**config.mk**
```make
export PLATFORM = sky130hd
export DESIGN_NAME = mem_port_arbiter
export DESIGN_NICKNAME = d
export VERILOG_FILES = /design/src/rtl/arb_pkg.sv /design/src/rtl/mux_n.sv /design/src/rtl/rr_pick.sv /design/src/rtl/mem_port_arbiter.sv
export SDC_FILE = /design/constraint.sdc
export NUM_CORES = 1
export LEC_CHECK = 0
export ABC_CLOCK_PERIOD_IN_PS = 1350
export BUFFER_PORTS_ARGS = -buffer_cell sky130_fd_sc_hd__buf_2
export CELL_PAD_IN_SITES_DETAIL_PLACEMENT = 2
export CELL_PAD_IN_SITES_GLOBAL_PLACEMENT = 2
export CORE_MARGIN = 3
export CORE_UTILIZATION = 18
export DETAILED_ROUTE_END_ITERATION = 7
export PLACE_DENSITY = 0.89
export RECOVER_POWER = 25
export SETUP_SLACK_MARGIN = 0.2
export SKIP_LAST_GASP = 1
export SYNTH_ARGS = -nofsm -noshare
export SYNTH_HDL_FRONTEND = slang
export SYNTH_SLANG_ARGS = --single-unit
```
**constraint.sdc**
```tcl
create_clock -name clk -period 1.35 [get_ports clk]
set_input_delay 0.0675 -clock clk [delete_from_list [all_inputs] [get_ports clk]]
set_output_delay 0.0675 -clock clk [all_outputs]
set_load 0.05 [all_outputs]
```
**src/rtl/arb_pkg.sv**
```systemverilog
// Shared types and default sizes for the memory read-port arbiter.
// States, requester count and bus widths used across the slice.
package arb_pkg;

  typedef enum logic [1:0] {
    IDLE,
    ADDR,
    WAIT
  } arb_state_e;

  localparam int ARB_N_REQ  = 4;
  localparam int ARB_ADDR_W = 32;
  localparam int ARB_DATA_W = 32;
  localparam int ARB_CNT_W  = 16;

endpackage

```
**src/rtl/mux_n.sv**
```systemverilog
// Parameterised N:1 mux over a packed bus of N equal-width fields.
// Field i sits at din[i*W +: W].
module mux_n #(
  parameter  int N     = 4,
  parameter  int W     = 32,
  localparam int SEL_W = $clog2(N)
) (
  input  logic [N*W-1:0]   din,
  input  logic [SEL_W-1:0] sel,
  output logic [W-1:0]     dout
);

  assign dout = din[sel*W +: W];

endmodule

```
**src/rtl/rr_pick.sv**
```systemverilog
// Round-robin pick: first set request at or after ptr, wrapping.
// Purely combinational; any flags that some request is pending.
module rr_pick #(
  parameter  int N     = 4,
  localparam int SEL_W = $clog2(N)
) (
  input  logic [N-1:0]     req,
  input  logic [SEL_W-1:0] ptr,
  output logic [SEL_W-1:0] win,
  output logic             any
);

  logic [SEL_W:0] idx;

  // scan from farthest to nearest so the nearest set bit wins
  always_comb begin
    win = '0;
    idx = '0;
    any = |req;
    for (int k = N - 1; k >= 0; k--) begin
      idx = {1'b0, ptr} + (SEL_W+1)'(k);
      if (idx >= (SEL_W+1)'(N))
        idx = idx - (SEL_W+1)'(N);
      if (req[idx[SEL_W-1:0]])
        win = idx[SEL_W-1:0];
    end
  end

endmodule

```
**src/rtl/mem_port_arbiter.sv**
```systemverilog
// Round-robin arbiter and sequencer for the shared memory read port.
// Optional per-requester grant counters: define ARB_PERF_CNT_EN.
module mem_port_arbiter
  import arb_pkg::*;
#(
  parameter  int N_REQ  = ARB_N_REQ,
  parameter  int ADDR_W = ARB_ADDR_W,
  parameter  int DATA_W = ARB_DATA_W,
  parameter  int CNT_W  = ARB_CNT_W,
  localparam int SEL_W  = $clog2(N_REQ)
) (
  input  logic                    clk,
  input  logic                    resetn,
  input  logic [N_REQ-1:0]        req_valid,
  input  logic [N_REQ*ADDR_W-1:0] req_addr,
  output logic [N_REQ-1:0]        req_ready,
  output logic [N_REQ-1:0]        rsp_valid,
  output logic [DATA_W-1:0]       rsp_data,
  output logic                    bus_valid,
  output logic [ADDR_W-1:0]       bus_addr,
  input  logic                    bus_ready,
  input  logic                    bus_rvalid,
  input  logic [DATA_W-1:0]       bus_rdata,
  output logic [SEL_W-1:0]        grant_sel,
  output logic                    busy,
  output logic [N_REQ*CNT_W-1:0]  perf_grants
);

  arb_state_e       state;
  arb_state_e       state_nx;
  logic [SEL_W-1:0] ptr;
  logic [SEL_W-1:0] ptr_nx;
  logic [SEL_W-1:0] win;
  logic             any;
  logic             grant;
  logic [N_REQ-1:0] sel_oh;
  logic [ADDR_W-1:0] sel_addr;

  rr_pick #(
    .N (N_REQ)
  ) u_pick (
    .req (req_valid),
    .ptr (ptr),
    .win (win),
    .any (any)
  );

  mux_n #(
    .N (N_REQ),
    .W (ADDR_W)
  ) u_mux (
    .din  (req_addr),
    .sel  (grant_sel),
    .dout (sel_addr)
  );

  assign grant  = (state == IDLE) && any;
  assign sel_oh = N_REQ'(1) << grant_sel;
  assign ptr_nx = (grant_sel == SEL_W'(N_REQ - 1))
                ? '0 : grant_sel + 1'b1;

  // next-state and handshake outputs
  always_comb begin
    state_nx  = state;
    bus_valid = 1'b0;
    bus_addr  = '0;
    req_ready = '0;
    busy      = (state != IDLE);
    unique case (state)
      IDLE: begin
        if (any)
          state_nx = ADDR;
      end
      ADDR: begin
        bus_valid = 1'b1;
        bus_addr  = sel_addr;
        if (bus_ready) begin
          req_ready = sel_oh;
          state_nx  = WAIT;
        end
      end
      WAIT: begin
        if (bus_rvalid)
          state_nx = IDLE;
      end
      default: state_nx = IDLE;
    endcase
  end

  // state, grant, pointer and registered response
  always_ff @(posedge clk or negedge resetn) begin
    if (!resetn) begin
      state     <= IDLE;
      ptr       <= '0;
      grant_sel <= '0;
      rsp_valid <= '0;
      rsp_data  <= '0;
    end else begin
      state     <= state_nx;
      rsp_valid <= '0;
      if (grant)
        grant_sel <= win;
      if (state == WAIT && bus_rvalid) begin
        rsp_valid <= sel_oh;
        rsp_data  <= bus_rdata;
        ptr       <= ptr_nx;
      end
    end
  end

`ifdef ARB_PERF_CNT_EN
  for (genvar i = 0; i < N_REQ; i++) begin : g_cnt
    logic [CNT_W-1:0] cnt;

    // saturating grant counter for requester i
    always_ff @(posedge clk or negedge resetn) begin
      if (!resetn)
        cnt <= '0;
      else if (grant && win == SEL_W'(i) && cnt != '1)
        cnt <= cnt + 1'b1;
    end

    assign perf_grants[i*CNT_W +: CNT_W] = cnt;
  end
`else
  assign perf_grants = '0;
`endif

endmodule

```
==> results.json <==
{
  "clock_latency_ns": 0.30,
  "drtIter0Drc": 56,
  "die_area_sq_um": 19500,
  "final_cells": 780,
  "postLayoutCoreUtil_pct": 34.7,
  "powerDensity_nw_per_um2": 2670,
  "timing.critical_path.slowest_cell_delay_ns": 0.50,
  "path_class": "reg -> out",
  "grt_util_met2_pct": 31.5,
  "power.share.clock_pct": 8.1,
  "layout_commonest_cell": "buf_2",
  "stdcell_area_sq_um": 6020,
  "syn-cell-area_sq_um": 3210,
  "vias": 3127,
  "setup_violations": 77,
  "endpoint_kind": "output pin",
  "rsz0062_at_grt": "yes",
  "antenna_found_initial": 2,
  "drive_gt1_share_pct": 77.6,
  "whs_path_depth": 2,
  "cp_slowest_cell": "mux4_2",
  "p_sw_uw": 8020,
  "rows": 48,
  "ys_ff_latch": 42,
  "status": "finished with violations",
  "power_uw": 16100,
  "finalHoldViolations": 0,
  "final_cell_mix": "buf_2 (207), conb_1 (64), dfrtp_1 (40)",
  "busiest_layer": "met2",
  "cp_top_family": "multiplexers",
  "post_drt_wl_per_cell_um": 20.9,
  "ys_types": 27,
  "crit_fanout": 8,
  "hp-class": "in -> reg",
  "max_freq_ghz": 0.527,
  "dpl-instance-area_sq_um": 4650,
  "ys_warn_count": 0,
  "fin_nets": 725,
  "syn_inst": 263,
  "reg2reg_slack_ns": -0.28,
  "setup_tns_ns": -24.81,
  "rr_worst_depth": 6,
  "avgViaCountPerCell": 4.01,
  "worstReg2RegEnd": "rsp_data[11]$_DFFE_PN0P_",
  "path_cells": "buf_6 -> buf_6 -> buf_16 -> mux4_2 -> and2_4 -> buf_8",
  "use_met3_pct": 2.85,
  "clk_pin_slew_ns": 0.08,
  "cp.arrival_ns": 1.83,
  "coreArea_sq_um": 17400,
  "dpl.hpwl_um": 11600,
  "startpoint": "grant_sel[0]$_DFFE_PN0P_",
  "path_buf_inv": 4,
  "grt.total_usage_pct": 15.3,
  "ys_seq_area_share_pct": 32.7,
  "min_period_ns": 1.90,
  "gp_congestion": 0.781,
  "comb_power_share_pct": 78.0,
  "grtUsageMet1_pct": 15.4,
  "r2r_start": "state[0]$_DFFE_PN0P_",
  "ant_nets": 0,
  "grt_max_degree": 31,
  "cts_tree": "built",
  "p_seq_share_pct": 13.9,
  "io_pins": 308,
  "p_leak_uw": 0.00298,
  "clockBufferDepth": 2,
  "numClockSinks": 42,
  "grt_pass1_vias": 3465,
  "maxCapViolations": 0,
  "finalCritPeriodShare_pct": 141,
  "grt_overflow": 0,
  "power.internal_uw": 8040,
  "drcViolationCount": 0,
  "die_h_um": 140,
  "required_ns": 1.28,
  "violations": "negative setup slack",
  "path_common_cell": "buf_6",
  "drtPass1Iterations": 4,
  "place_inst": 727,
  "hp-start": "bus_rdata[18]",
  "skew_ns": 0.0141,
  "hold_end": "rsp_data[18]$_DFFE_PN0P_",
  "wirelength_um": 16300,
  "drv_slew": 0,
  "port_buffers": 243,
  "startpoint_type": "register",
  "area_growth_pct": 87.6,
  "cts_root_buf": "clkbuf_16",
  "htreeDepth": 2,
  "die_x_um": 140,
  "grt_pass1_wl_um": 22800,
  "p_sw_share_pct": 49.9,
  "ir_worst_vdd_mv": 1.15,
  "start_util_pct": 18.5,
  "max_slew_margin_pct": 48.4,
  "numCtsBuffers": 5,
  "worstMarginPinSlew_ns": 0.774,
  "setup_slack_ns": -0.548,
  "synth_area_per_cell_sq_um": 12.2
}
## power groups by stage
stage                     registers [uW]  logic [uW]  clock network, uW
after detailed placement            2210        9350                  0
after floorplan                     3990        5590                  0
after global routing                2310       13100               1410
final                               2230       12500               1300
after global placement              2150        9160                  0
after CTS                           2220       11600               1310
## registers in the layout (all words and copies together), names as in the netlist
name	flops
rsp_data	32
ptr	2
rsp_valid	4
state	2
grant_sel	2
## logic make-up after synthesis
logic type | share of synthesized area [%]
other | 0.117
AND/OR/NAND/NOR | 8.58
adder cells (fa/ha/maj) | 1.56
multiplexers | 34.5
flip-flops | 32.7
AO/OA/AOI/OAI | 2.65
buffers and inverters | 19.8
## what timing repair did
action,in CTS,in global routing
hold buffers,4,2
endpoints found under the setup margin,81,82
hold endpoints to repair,15,2
resized for setup,131,57
cloned,10,1
buffers inserted,13,14
pin swaps,26,11
## Yosys cell counts, drive strengths merged
cell type,n,area share [%]
o22ai,2,0.39
o21ai,3,0.47
a21oi,2,0.31
a31o,1,0.27
dfrtp,42,33
o31ai,2,0.47
inv,10,1.2
nand2,4,0.47
buf,75,18
nor2,9,1.1
conb,1,0.12
nand3b,1,0.23
clkbuf,4,0.47
nand2b,2,0.39
ha,4,1.6
a21o,1,0.23
mux2,33,12
or2,1,0.20
o221ai,1,0.27
mux4,32,23
and2,32,6.2
o21a,1,0.23
## worst max-delay path by stage
stage,end,slack (ns),depth (start not counted)
2_1_floorplan,bus_addr[24],-0.30,4
3_3_place_gp,bus_addr[11],-0.27,4
4_1_cts,bus_addr[15],-0.56,5
3_5_place_dp,bus_addr[11],-0.29,4
6_report,bus_addr[18],-0.55,6
5_1_grt,bus_addr[16],-0.60,6
## final cells by class
cell class,count,area [sq um]
Antenna cell,1,2.50
Timing Repair Buffer,299,2470
Clock inverter,3,26.3
Tap cell,225,282
Inverter,10,57.6
Sequential cell,42,1050
Multi-Input combinational cell,195,2000
Clock buffer,5,125
Fill cell,1871,11300
## metal layers
| metal | vias to the layer above | wire, um |
|---|---|---|
| met5 | - | 0 |
| met4 | 0 | 280 |
| met3 | 16 | 1020 |
| met2 | 165 | 9770 |
| met1 | 1566 | 5260 |
| li1 | 1380 | - |
## metrics by stage
stage,setup WS (ns),hold slack (ns)
6_report,-0.548,0.00149
5_1_grt,-0.599,0.00580
4_1_cts,-0.561,0.000373
3_5_place_dp,-0.285,-0.00891
3_3_place_gp,-0.274,-0.0166
2_1_floorplan,-0.297,-0.228
No activity file was read; power rests on OpenSTA's default activity.
